`config.mk`:
```
export PLATFORM = sky130hd
export DESIGN_NAME = hba_byte_master
export DESIGN_NICKNAME = d
export VERILOG_FILES = /design/src/rtl/hba_byte_master.sv
export SDC_FILE = /design/constraint.sdc
export NUM_CORES = 1
export LEC_CHECK = 0
export ABC_CLOCK_PERIOD_IN_PS = 3400
export CORE_MARGIN = 8
export CORE_UTILIZATION = 55
export CTS_BUF_LIST = sky130_fd_sc_hd__clkbuf_2 sky130_fd_sc_hd__clkbuf_4 sky130_fd_sc_hd__clkbuf_8
export CTS_CLUSTER_SIZE = 25
export DETAILED_ROUTE_END_ITERATION = 7
export PLACE_DENSITY = 0.88
export SYNTH_ARGS = -nofsm -noshare
export SYNTH_HDL_FRONTEND = slang
export SYNTH_SLANG_ARGS = --single-unit
```
`constraint.sdc`:
```
create_clock -name hba_clk -period 3.4 [get_ports hba_clk]
set_clock_uncertainty 0.05 [all_clocks]
set_input_delay 0.68 -clock hba_clk [delete_from_list [all_inputs] [get_ports hba_clk]]
set_output_delay 0.68 -clock hba_clk [all_outputs]
set_load 0.005 [all_outputs]
```
`src/rtl/hba_byte_master.sv`:
```
// HBA bus master: turns a byte-stream command protocol into single or burst
// register reads/writes on the HBA bus and returns read data / write acks.
module hba_byte_master #(
  parameter int         DBUS_WIDTH        = 8,
  parameter int         PERIPH_ADDR_WIDTH = 4,
  parameter int         REG_ADDR_WIDTH    = 8,
  parameter int         ADDR_WIDTH        = PERIPH_ADDR_WIDTH + REG_ADDR_WIDTH,
  parameter int         TIMEOUT           = 255,
  parameter logic [7:0] ACK_BYTE          = 8'hAC
) (
  input  logic                  hba_clk,
  input  logic                  hba_reset,
  input  logic [7:0]            in_data,
  input  logic                  in_valid,
  output logic                  in_ready,
  output logic [7:0]            out_data,
  output logic                  out_valid,
  input  logic                  out_ready,
  output logic                  hba_rwn,
  output logic [ADDR_WIDTH-1:0] hba_abus,
  output logic [DBUS_WIDTH-1:0] hba_dbus,
  output logic                  hba_select,
  input  logic                  hba_xferack,
  input  logic [DBUS_WIDTH-1:0] hba_sdbus,
  output logic                  err_timeout
);

  if (DBUS_WIDTH != 8) begin : g_bad_dbus_width
    $error("hba_byte_master: DBUS_WIDTH must be 8 for a byte stream");
  end

  typedef enum logic [2:0] {
    IDLE,
    ADDR,
    WDATA,
    BUS,
    RESP,
    ACK
  } state_t;

  localparam logic [7:0] TCNT_LAST = 8'(TIMEOUT - 1);

  state_t                      state, state_nxt;
  logic                        rdy_en;     // holds in_ready low for the cycle after reset
  logic [2:0]                  remain;     // transfers left after the current one
  logic [PERIPH_ADDR_WIDTH-1:0] periph;
  logic [REG_ADDR_WIDTH-1:0]   reg_addr;
  logic [7:0]                  tcnt;
  logic                        in_fire, out_fire;
  logic                        xfer_done, timed_out;

  // The register field wraps on its own; the peripheral field never changes mid-burst.
  assign hba_abus = {periph, reg_addr};
  assign in_fire  = in_valid && in_ready;
  assign out_fire = out_valid && out_ready;

  // NOTE: every always_comb output gets a default first so no path can infer a latch.
  always_comb begin
    state_nxt  = state;
    in_ready   = 1'b0;
    out_valid  = 1'b0;
    hba_select = 1'b0;
    timed_out  = 1'b0;
    xfer_done  = 1'b0;
    case (state)
      IDLE: begin
        in_ready = rdy_en;
        if (in_valid && rdy_en) state_nxt = ADDR;
      end
      ADDR: begin
        in_ready = 1'b1;
        if (in_valid) state_nxt = hba_rwn ? BUS : WDATA;
      end
      WDATA: begin
        in_ready = 1'b1;
        if (in_valid) state_nxt = BUS;
      end
      BUS: begin
        hba_select = 1'b1;
        timed_out  = !hba_xferack && (tcnt == TCNT_LAST);
        xfer_done  = hba_xferack || timed_out;
        if (xfer_done) begin
          if (hba_rwn)          state_nxt = RESP;
          else if (remain == 0) state_nxt = ACK;
          else                  state_nxt = WDATA;
        end
      end
      RESP: begin
        out_valid = 1'b1;
        if (out_ready) state_nxt = (remain == 0) ? IDLE : BUS;
      end
      ACK: begin
        out_valid = 1'b1;
        if (out_ready) state_nxt = IDLE;
      end
      default: state_nxt = IDLE;
    endcase
  end

  // NOTE: sequential state uses non-blocking assignments so all flops update together.
  always_ff @(posedge hba_clk) begin
    if (hba_reset) begin
      state       <= IDLE;
      rdy_en      <= 1'b0;
      remain      <= '0;
      periph      <= '0;
      reg_addr    <= '0;
      hba_rwn     <= 1'b1;
      hba_dbus    <= '0;
      out_data    <= '0;
      tcnt        <= '0;
      err_timeout <= 1'b0;
    end else begin
      state  <= state_nxt;
      rdy_en <= 1'b1;
      tcnt   <= (state == BUS) ? tcnt + 8'd1 : 8'd0;
      case (state)
        IDLE: if (in_fire) begin
          hba_rwn <= in_data[7];
          remain  <= in_data[6:4];
          periph  <= PERIPH_ADDR_WIDTH'(in_data[3:0]);
        end
        ADDR:  if (in_fire) reg_addr <= REG_ADDR_WIDTH'(in_data);
        WDATA: if (in_fire) hba_dbus <= in_data;
        BUS: if (xfer_done) begin
          reg_addr <= reg_addr + 1'b1;
          if (timed_out) err_timeout <= 1'b1;
          if (hba_rwn) begin
            // A timed-out read returns zero rather than whatever floats on sdbus.
            out_data <= hba_xferack ? hba_sdbus : 8'h00;
          end else if (remain != 3'd0) begin
            remain <= remain - 3'd1;
          end else begin
            out_data <= ACK_BYTE;
          end
        end
        RESP: if (out_fire && remain != 3'd0) remain <= remain - 3'd1;
        default: ;
      endcase
    end
  end

endmodule

```
Yosys cells after proc, flatten, opt, wreduce, memory -nomap -nowiden:

Index checks and enable logic that the tools add are counted.
W data, S select, Z words.

* add/sub/neg operators: 3
* equality and inequality tests: 19
* multiplexer cells: 29
* bitwise logic cells: 1
* reductions and logical operators: 22

Operators by type and width (number)
* $mux W8: 5
* $mux W3: 13
* $ne A2 B2 Y1 const B: 12
* $pmux W3 S6: 1
* $add A8 B1 Y8 const B: 2
* $pmux W8 S2: 1
* $reduce_and A6 Y1: 2
* $pmux W3 S3: 1
* $reduce_and A3 Y1: 3
* $eq A8 B8 Y1 const B: 1
* $eq A3 B2 Y1 const B: 2
* $eq A3 B3 Y1 const B: 2
* $logic_not A3 Y1: 2
* $mux W1: 6
* $reduce_bool A3 Y1: 2
* $reduce_or A2 Y1: 3
* $logic_and A1 B1 Y1: 5
* $reduce_and A2 Y1: 2
* $eq A3 B1 Y1 const B: 1
* $sub A3 B1 Y3 const B: 1
* $mux W2: 1
* $ne A2 B1 Y1 const B: 1
* $pmux W1 S2: 1
* $reduce_bool A2 Y1: 1
* 3 further kinds: 3

* register bits after elaboration: 45
* input bits: 21
* output and inout port bits: 33
* word-level logic and storage cells: 84

Logic depth before layout (Yosys ltp):

Gate-level depths: netlist (run 1).

* depth after elaboration: 7
* gate-level depth with buffers: 8
* gate-level depth less buffers: 7

Worst setup path after synthesis (run 1):

Ideal clock, no wire load.

* path type: input port to flip-flop
* start: input hba_xferack
* end: register remain[0]
* setup time: 0.117 ns
* arrival time: 1.917 ns
* required time: 3.233 ns
* setup slack: 1.315 ns
* stages: 5
* buffers on the path: 1
* cell sequence: clkbuf_1 > a41oi_4 > a2111oi_4 > o21ai_1 > a32o_1

* cells in the longest elaborated chain, start to end: 6

Ends and longest elaborated chain
* start: declaration: RTL line 23 `input logic hba_xferack,`
* $logic_not A1 Y1: RTL line 80 `timed_out = !hba_xferack && (tcnt == TCNT_LAST);`
* $logic_and A1 B1 Y1: RTL line 80
* $logic_or A1 B1 Y1 (*): RTL line 81 `xfer_done = hba_xferack || timed_out;`
* $mux W1 (*): RTL line 65 `case (state)`
* $ne A2 B2 Y1 (no line) (*)
* $reduce_and A6 Y1 (no line) (*)
* end signal: assignment: RTL line 120 `remain <= in_data[6:4];`
* end signal: assignment: RTL line 132 `remain <= remain - 3'd1;`
* end signal: assignment: RTL line 137 `RESP: if (out_fire && remain != 3'd0) remain <= remain - 3'd1;`
* end: declaration: RTL line 45 `logic [2:0] remain;`

Mark *: on every way between the ends. The rest lies on a longest branch, timed or not.
A chain may end at the register's enable or synchronous reset.

Worst setup path in the final report (run 1):

* start: register state[1]
* end: output in_ready

* cells in the longest elaborated chain, start to end: 3
* elaborated cells on any way between the ends: 5
* classes of those cells: eq/ne (2); mux (1); reduce/logical (2)

Ends and longest elaborated chain
* start: declaration: RTL line 43 `state_t state, state_nxt;`
* start signal: assignment: RTL line 114 `state <= state_nxt;`
* $eq A3 B2 Y1 / $eq A3 B1 Y1 (equally long branches): RTL line 65
* $reduce_or A2 Y1 (no line)
* $pmux W1 S2 (*): RTL line 65
* end: declaration: RTL line 15 `output logic in_ready,`

Marks and branches as above.

==> results.py, run 1 <==
metrics = {
    "yosys": {
        "synth_cells": 258,
        "yosysWarnings": 0,
        "synth-seq-area-share": 0.410,
        "ys_seq_elements": 45,
        "synth_cell_types": 48,
        "synth_top_cell_by_area": "dfxtp_1",
        "synthMuxAreaShare": 0.0593,
        "async_reset_ff_frac": 0,
        "synth_edf_count": 0,
        "yosys_most_used_dff": "dfxtp_1",
        "synth_top_family_by_area": "simple AND/OR/NAND/NOR gates",
        "synth_compound_area_frac": 0.201,
        "synth_area_um2": 2200,
        "syn_avg_cell_area_um2": 8.51,
        "synthSimpleGateAreaFrac": 0.234,
        "synth_area_leaders": "dfxtp_1 41%, mux2i_1 5.9%, nor2_1 5.8%",
        "synthAdderAreaFrac": 0.0285,
        "synth_nets": 284,
        "synth_top_area_share": 0.410,
        "synth_xor_area_frac": 0.0279,
    },
    "clocking": {
        "cts_root_buf": "clkbuf_8",
        "numCtsBuffers": 5,
        "post_cts_resized": 0,
        "post-cts-setup-buffers": 0,
        "cts-htree-levels": 2,
        "cts.clk_slew.worst_paths_ns": 0.08,
        "cts_sinks": 45,
        "clk_latency_ns": 0.29,
        "cts_tree": "yes",
        "max-clock-path-buffers": 2,
        "ctsHoldBuffers": 0,
    },
    "outcome": {
        "status": "complete, no violations",
    },
    "setup_path": {
        "cpPeakStageDelay_ns": 0.73,
        "required_ns": 2.67,
        "worstPathArrival_ns": 2.05,
        "cp_max_fo": 18,
        "worst_setup_path_start_kind": "register",
        "rr_startpoint": "state[2]",
        "crit_chain": "nor2_1 -> inv_1 -> nor2_1 -> a211oi_1 -> clkdlybuf4s50_1",
        "rr_endpoint": "remain[0]",
        "crit_path_top_delay_cell": "dfxtp_1",
        "r2r_slack_ns": 1.11,
        "end_kind": "output pin",
        "crit_top_cell": "nor2_1",
        "path_class": "reg -> out",
        "rr_worst_depth": 6,
    },
    "floorplan": {
        "die_x_um": 79.2,
        "die_area_um2": 6270,
        "io_pins": 54,
        "core_area_um2": 3910,
        "fp-row-count": 23,
        "initial_core_util": 0.561,
        "die_h_um": 79.2,
    },
    "hold_path": {
        "worstHoldStart": "out_data[1]",
        "hold_end": "out_data[1]",
        "hold_path_class": "reg -> reg",
        "holdPathStages": 2,
    },
    "layout": {
        "antennaDiodeCount": 0,
        "nFillCells": 307,
        "layout_common_cells": "53 x clkdlybuf4s50_1, 45 x dfxtp_1, 34 x nor2_1",
        "mostFrequentLayoutCell": "clkdlybuf4s50_1",
        "area_growth_syn_to_layout_pct": 30.3,
        "finalNetCount": 333,
        "regArea_um2": 901,
        "multi_input_area_um2": 1210,
        "drive_gt1_frac": 0.0617,
    },
    "routing": {
        "drt_iter0_markers": 170,
        "remaining_drc_errors": 0,
        "wl_per_cell_um": 16.6,
        "firstDrtPassIters": 4,
        "drt_wl_total_um": 5940,
        "vias_per_cell": 5.80,
        "ant_nets": 0,
        "vias": 2078,
    },
    "global_routing": {
        "use_met2": 0.311,
        "grt_pass1_vias": 1973,
        "gr-usage-met1": 0.223,
        "grt.met3_usage": 0.0700,
        "grt_busiest_layer": "met2",
        "grt_max_degree": 35,
        "grt_use_total": 0.190,
        "gr-total-overflow": 0,
        "antenna_found_initial": 0,
        "grt_pass1_wl_um": 9680,
    },
    "power": {
        "pwr-share-comb": 0.326,
        "p_sw_mw": 0.523,
        "power_density_nw_per_um2": 546,
        "seqPwrFrac": 0.441,
        "switching_share": 0.335,
        "p_clk_frac": 0.233,
        "p_int_mw": 1.04,
        "leakage_nw": 1.03,
        "irDropWorstVdd_mv": 0.336,
    },
    "timing": {
        "tightest_slew_ns": 0.633,
        "rsz0062_at_grt": "no",
        "tns_ns": 0,
        "final-setup-viol-count": 0,
        "maxSlewViolCount": 0,
        "fmax_mhz": 360,
        "period_minus_slack_ns": 2.78,
        "timing.slew.headroom": 0.577,
        "setup_ws_ns": 0.619,
        "final-hold-violation-count": 0,
        "fin_crit_sh": 0.818,
    },
    "placed_design": {
        "dp_hpwl_um": 4220,
        "place_ws_ns": 0.772,
        "gp_congestion": 0.838,
        "port_buffers": 53,
    },
    "run": {
        "drv_cap": 0,
    },
}
==> layer usage <==
layer | part of all wire | wire length, µm
met1 | 0.41 | 2440
met2 | 0.48 | 2850
met3 | 0.096 | 568
met4 | 0.014 | 84
met5 | 0 | 0
==> synthesized netlist by cell type, drive strengths merged, types with 2 or more instances <==
master / instances
dfxtp: 45
nor2: 34
nand2: 28
a21oi: 20
o21ai: 14
mux2i: 13
clkbuf: 11
inv: 7
nand4: 7
a211oi: 6
nand2b: 6
nor3: 6
ha: 5
nand3: 5
o31ai: 4
xor2: 4
buf: 3
nor2b: 3
nor3b: 3
xnor2: 3
a311oi: 2
a32oi: 2
and3: 2
nand3b: 2
nand4b: 2
or3b: 2
==> area by class of cell <==
cell class	instances	share of cell area
repair buffers	56	0.193
multi-input cells	191	0.423
well taps	50	0.0219
inverters	8	0.0105
flip-flops and latches	45	0.315
clock buffers	7	0.0337
clock inverters	1	0.00306
==> state kept, by name, indices dropped and copies added (netlist names) <==
name / count
reg_addr: 8
out_data: 8
state: 3
hba_dbus: 8
periph: 4
tcnt: 8
rdy_en: 1
err_timeout: 1
hba_rwn: 1
remain: 3
==> critical path: cells and delay by family (launching register included) <==
kind | cells | cell delay, ns
flops | 1 | 0.73
buf+inv | 2 | 0.69
simple gates | 2 | 0.18
compound gates | 1 | 0.16
==> how the worst max path moves through the flow <==
stage / startpoint / endpoint / slack, ns / depth (start not counted)
floorplan: hba_xferack / remain[0] / 1.32 / 5
global route: state[1] / in_ready / 0.47 / 5
global placement: hba_xferack / remain[0] / 0.83 / 5
CTS: state[1] / in_ready / 0.63 / 5
detailed placement: hba_xferack / remain[0] / 0.77 / 5
finish: state[1] / in_ready / 0.62 / 5
==> power by group through the flow <==
stage / sequential, mW / combinational [mW] / clock (mW)
floorplan: 0.652 / 0.336 / 0
global placement: 0.694 / 0.491 / 0
finish: 0.688 / 0.509 / 0.364
detailed placement: 0.696 / 0.504 / 0
CTS: 0.685 / 0.509 / 0.370
global route: 0.700 / 0.559 / 0.400
==> logic make-up after synthesis <==
logic type | Yosys count
simple gates | 105
fa+ha+maj | 5
flops | 45
buf+inv | 22
mux | 13
xor+xnor | 7
compound gates | 61
==> per-stage QoR <==
step | hold WS [ns] | power, mW | instance area [µm²] | utilization | cells
floorplan | 0.391 | 0.988 | 2200 | - | 258
global placement | 0.390 | 1.18 | 2760 | 0.704 | 350
detailed placement | 0.393 | 1.20 | 2760 | 0.704 | 350
CTS | 0.404 | 1.56 | 2860 | 0.731 | 358
global route | 0.417 | 1.66 | 2860 | 0.731 | 358
finish | 0.404 | 1.56 | 2860 | 0.731 | 358
No activity file was read; power rests on OpenSTA's default activity.
==> run 2: changes to the inputs <==
==> config.mk (replaced) <==
export PLATFORM = sky130hd
export DESIGN_NAME = hba_byte_master
export DESIGN_NICKNAME = d
export VERILOG_FILES = /design/src/rtl/hba_byte_master.sv
export SDC_FILE = /design/constraint.sdc
export NUM_CORES = 1
export LEC_CHECK = 0
export ABC_CLOCK_PERIOD_IN_PS = 2400
export CORE_MARGIN = 8
export CORE_UTILIZATION = 46
export CTS_BUF_LIST = sky130_fd_sc_hd__clkbuf_2 sky130_fd_sc_hd__clkbuf_4 sky130_fd_sc_hd__clkbuf_8
export CTS_CLUSTER_SIZE = 25
export DETAILED_ROUTE_END_ITERATION = 7
export PLACE_DENSITY = 0.78
export SYNTH_ARGS = -nofsm -noshare
export SYNTH_HDL_FRONTEND = slang
export SYNTH_SLANG_ARGS = --single-unit
==> constraint.sdc (replaced) <==
create_clock -name hba_clk -period 2.4 [get_ports hba_clk]
set_clock_uncertainty 0.05 [all_clocks]
set_input_delay 0.48 -clock hba_clk [delete_from_list [all_inputs] [get_ports hba_clk]]
set_output_delay 0.48 -clock hba_clk [all_outputs]
set_load 0.005 [all_outputs]
==> results.py, run 2 (same netlist as run 1, synthesis figures left out) <==
metrics = {
    "floorplan": {
        "initial_core_util": 0.471,
        "die_h_um": 85.1,
        "die_area_um2": 7240,
        "core_area_um2": 4660,
        "io_pins": 54,
        "die_x_um": 85.1,
        "fp-row-count": 25,
    },
    "routing": {
        "drt_iter0_markers": 98,
        "firstDrtPassIters": 4,
        "vias_per_cell": 5.58,
        "ant_nets": 0,
        "drt_wl_total_um": 5780,
        "remaining_drc_errors": 0,
        "vias": 2053,
        "wl_per_cell_um": 15.7,
    },
    "layout": {
        "mostFrequentLayoutCell": "clkdlybuf4s50_1",
        "drive_gt1_frac": 0.0860,
        "finalNetCount": 339,
        "area_growth_syn_to_layout_pct": 32.9,
        "fin_cells": 368,
        "nFillCells": 412,
        "fin_area_um2": 2920,
        "antennaDiodeCount": 0,
        "final_util": 0.626,
        "layout_common_cells": "52 x clkdlybuf4s50_1, 43 x dfxtp_1, 34 x nor2_1",
    },
    "clocking": {
        "cts_sinks": 45,
        "clk_latency_ns": 0.31,
        "cts_root_buf": "clkbuf_8",
        "numCtsBuffers": 5,
        "cts-htree-levels": 2,
        "cts_tree": "yes",
        "cts.clk_slew.worst_paths_ns": 0.09,
        "max-clock-path-buffers": 2,
    },
    "timing": {
        "period_minus_slack_ns": 2.23,
        "tns_ns": 0,
        "fmax_mhz": 449,
        "final-hold-violation-count": 0,
        "setup_ws_ns": 0.172,
        "fin_crit_sh": 0.928,
        "whs_ns": 0.404,
        "final-setup-viol-count": 0,
        "maxSlewViolCount": 0,
        "rsz0062_at_grt": "no",
        "timing.slew.headroom": 0.642,
        "tightest_slew_ns": 0.535,
    },
    "setup_path": {
        "required_ns": 1.87,
        "path_class": "reg -> out",
        "rr_worst_depth": 6,
        "crit_path_top_delay_cell": "dfxtp_1",
        "worst_setup_path_start_kind": "register",
        "worstPathArrival_ns": 1.70,
        "cp_max_fo": 11,
        "end_kind": "output pin",
        "cpPeakStageDelay_ns": 0.53,
        "crit_chain": "buf_4 -> nor2b_1 -> clkdlybuf4s50_1",
    },
    "global_routing": {
        "grt_pass1_wl_um": 9890,
        "gr-total-overflow": 0,
        "grt_pass1_vias": 2022,
        "antenna_found_initial": 0,
        "grt_max_degree": 22,
        "grt_use_total": 0.167,
    },
    "hold_path": {
        "holdPathStages": 2,
        "hold_path_class": "reg -> reg",
    },
    "power": {
        "irDropWorstVdd_mv": 0.386,
        "power_density_nw_per_um2": 758,
        "power_mw": 2.21,
        "leakage_nw": 1.06,
    },
    "placed_design": {
        "place_ws_ns": 0.182,
        "placed_cells": 360,
        "port_buffers": 53,
        "dpl-instance-area_um2": 2820,
        "gp_congestion": 0.847,
        "dp_hpwl_um": 4140,
    },
    "outcome": {
        "status": "complete, no violations",
    },
    "run": {
        "drv_cap": 0,
    },
}
==> run 2: cell types whose count changed in the layout (fill, tap and decap cells not counted), sizes merged <==
cell / before / now
dlymetal6s2s: 0 / 1
clkdlybuf4s50: 53 / 52
buf: 3 / 9
inv: 8 / 7
clkinvlp: 0 / 2
clkbuf: 7 / 6
==> run 2: layer usage <==
metal / routed length, µm / up-vias / track usage / part of all wire
met3: 512 / 7 / 0.0705 / 0.089
met4: 67 / 0 / 0.0550 / 0.012
li1: - / 1025 / - / -
met2: 2450 / 75 / 0.254 / 0.42
met1: 2750 / 946 / 0.206 / 0.48
met5: 0 / - / 0 / 0
==> run 2: cell type report <==
| cell class | count | area, µm² | area share |
|---|---|---|---|
| Sequential cell | 45 | 906 | 0.310 |
| Multi-Input combinational cell | 191 | 1210 | 0.415 |
| Clock inverter | 2 | 15.0 | 0.00515 |
| Timing Repair Buffer | 62 | 613 | 0.210 |
| Tap cell | 54 | 67.6 | 0.0232 |
| Inverter | 8 | 30.0 | 0.0103 |
| Clock buffer | 6 | 76.3 | 0.0262 |
==> run 2: final timing paths <==
path / startpoint / to / slack, ns
worst max-delay path: state[2] / out_valid / 0.17
worst min register to register: out_data[1] / out_data[1] / 0.40
worst max register to register: state[2] / remain[0] / 0.40
worst min-delay path: out_data[1] / out_data[1] / 0.40
==> run 2: what timing repair did <==
item / CTS / global route
buffers inserted: 0 / 0
resized for setup: 1 / 3
setup endpoints to repair: 1 / 1
hold buffers: 0 / 0
==> run 2: report_power, final <==
part	internal [mW]	switching (mW)
Clock	0.217	0.269
Sequential	0.847	0.116
Combinational	0.384	0.379
==> run 2: critical path: cells and delay by family (launching register included) <==
kind / cells / cell delay, ns
buffers and inverters: 2 / 0.72
DFF: 1 / 0.53
and+or+nand+nor: 1 / 0.14
==> run 3: changes to the inputs <==
--- a/config.mk
+++ b/config.mk
@@ -5,7 +5,7 @@
 export SDC_FILE = /design/constraint.sdc
 export NUM_CORES = 1
 export LEC_CHECK = 0
-export ABC_CLOCK_PERIOD_IN_PS = 2400
+export ABC_CLOCK_PERIOD_IN_PS = 1930
 export CORE_MARGIN = 8
 export CORE_UTILIZATION = 46
 export CTS_BUF_LIST = sky130_fd_sc_hd__clkbuf_2 sky130_fd_sc_hd__clkbuf_4 sky130_fd_sc_hd__clkbuf_8
==> constraint.sdc (replaced) <==
create_clock -name hba_clk -period 1.93 [get_ports hba_clk]
set_clock_uncertainty 0.05 [all_clocks]
set_input_delay 0.386 -clock hba_clk [delete_from_list [all_inputs] [get_ports hba_clk]]
set_output_delay 0.386 -clock hba_clk [all_outputs]
set_load 0.005 [all_outputs]
==> results.py, run 3 (same netlist as run 1, synthesis figures left out) <==
metrics = {
    "placed_design": {
        "dpl-instance-area_um2": 2940,
        "place_ws_ns": -0.107,
        "dp_hpwl_um": 4520,
        "port_buffers": 53,
        "gp_congestion": 0.886,
        "placed_cells": 376,
    },
    "global_routing": {
        "grt_pass1_vias": 2199,
        "gr-total-overflow": 0,
        "antenna_found_initial": 1,
        "grt_pass1_wl_um": 10600,
        "grt_max_degree": 16,
        "grt_use_total": 0.180,
    },
    "outcome": {
        "status": "complete, no violations",
    },
    "hold_path": {
        "hold_path_class": "reg -> reg",
        "hold_end": "tcnt[0]",
        "worstHoldStart": "tcnt[0]",
        "holdPathStages": 1,
    },
    "setup_path": {
        "worst_setup_path_start_kind": "register",
        "r2r_slack_ns": 0.06,
        "rr_endpoint": "state[1]",
        "cpPeakStageDelay_ns": 0.39,
        "required_ns": 2.08,
        "rr_worst_depth": 6,
        "rr_startpoint": "tcnt[5]",
        "crit_chain": "and4_4 -> a41oi_4 -> buf_4 -> a221oi_2 -> o221ai_1 -> nor3b_1",
        "crit_path_top_delay_cell": "dfxtp_1",
        "path_class": "reg -> reg",
        "end_kind": "register",
        "worstPathArrival_ns": 2.02,
        "cp_max_fo": 5,
    },
    "timing": {
        "tns_ns": 0,
        "setup_ws_ns": 0.0564,
        "timing.slew.headroom": 0.705,
        "tightest_slew_ns": 0.442,
        "whs_ns": 0.411,
        "period_minus_slack_ns": 1.87,
        "final-hold-violation-count": 0,
        "final-setup-viol-count": 0,
        "maxSlewViolCount": 0,
        "fin_crit_sh": 0.971,
        "fmax_mhz": 534,
    },
    "layout": {
        "layout_common_cells": "49 x clkdlybuf4s50_1, 40 x dfxtp_1, 34 x nor2_1",
        "mostFrequentLayoutCell": "clkdlybuf4s50_1",
        "nFillCells": 387,
        "drive_gt1_frac": 0.159,
        "fin_cells": 387,
        "final_util": 0.660,
        "antennaDiodeCount": 0,
        "fin_area_um2": 3080,
        "finalNetCount": 358,
        "area_growth_syn_to_layout_pct": 40.2,
    },
    "clocking": {
        "cts.clk_slew.worst_paths_ns": 0.09,
        "cts-htree-levels": 2,
        "cts_sinks": 45,
        "ctsHoldBuffers": 0,
        "cts_root_buf": "clkbuf_8",
        "clk_latency_ns": 0.30,
        "cts_tree": "yes",
        "numCtsBuffers": 5,
        "max-clock-path-buffers": 2,
    },
    "routing": {
        "met2_length_um": 2860,
        "firstDrtPassIters": 4,
        "drt_wl_total_um": 6260,
        "vias": 2155,
        "drt_iter0_markers": 143,
        "drt-met1-wl_um": 2670,
        "highest_layer": "met4",
        "ant_nets": 0,
        "wl_per_cell_um": 16.2,
        "vias_per_cell": 5.57,
        "remaining_drc_errors": 0,
        "routed-wl-met3_um": 567,
    },
    "floorplan": {
        "io_pins": 54,
        "fp-row-count": 25,
        "core_area_um2": 4660,
        "die_area_um2": 7240,
        "die_h_um": 85.1,
        "initial_core_util": 0.471,
        "die_x_um": 85.1,
    },
    "run": {
        "drv_cap": 0,
    },
    "power": {
        "power_mw": 2.87,
        "power_density_nw_per_um2": 933,
        "irDropWorstVdd_mv": 0.511,
        "leakage_nw": 1.18,
    },
}
[run 3: changes by cell type in the layout (fill, tap and decap cells not counted), sizes merged]
cell,before,now
buf,9,28
clkdlybuf4s50,52,49
dlygate4sd2,0,2
dlymetal6s2s,1,2
[run 3: area by class of cell]
cell class / instances / area (µm²) / area share
clock inverters: 2 / 15.0 / 0.00488
well taps: 54 / 67.6 / 0.0220
repair buffers: 81 / 759 / 0.247
flip-flops and latches: 45 / 907 / 0.295
multi-input cells: 191 / 1220 / 0.397
inverters: 8 / 30.0 / 0.00976
clock buffers: 6 / 76.3 / 0.0248
[run 3: where the power goes]
group          leakage (nW)  internal (mW)  switching, mW
logic                 0.769          0.569          0.555
clock network        0.0408          0.269          0.330
registers             0.367           1.05         0.0993
[run 3: timing repair]
item	CTS	global route
gates resized for setup	6	8
pin swaps	0	3
endpoints found under the hold margin	0	0
setup endpoints to repair	3	8
buffers inserted	1	2
[run 3: worst max-delay path by stage]
| stage | cells past startpoint | to | slack (ns) | start |
|---|---|---|---|---|
| 2_1_floorplan | 5 | remain[0] | 0.13 | tcnt[2] |
| 3_3_place_gp | 6 | reg_addr[2] | -0.05 | in_valid |
| 3_5_place_dp | 6 | remain[0] | -0.11 | in_valid |
| 4_1_cts | 3 | hba_select | 0.02 | state[2] |
| 5_1_grt | 6 | state[1] | -0.02 | tcnt[1] |
| 6_report | 6 | state[1] | 0.06 | tcnt[5] |
[run 3: worst max-delay path: cells and delay by family (launching register included)]
| kind | cells | cell delay (ns) |
|---|---|---|
| AND/OR/NAND/NOR | 2 | 0.44 |
| AO/OA/AOI/OAI | 3 | 0.69 |
| flip-flops | 1 | 0.39 |
| buffers and inverters | 1 | 0.19 |
[run 3: routing by layer]
metal | up-vias | global-route usage
li1 | 1064 | -
met1 | 991 | 0.206
met2 | 84 | 0.290
met3 | 16 | 0.0763
met4 | 0 | 0.0696
met5 | - | 0
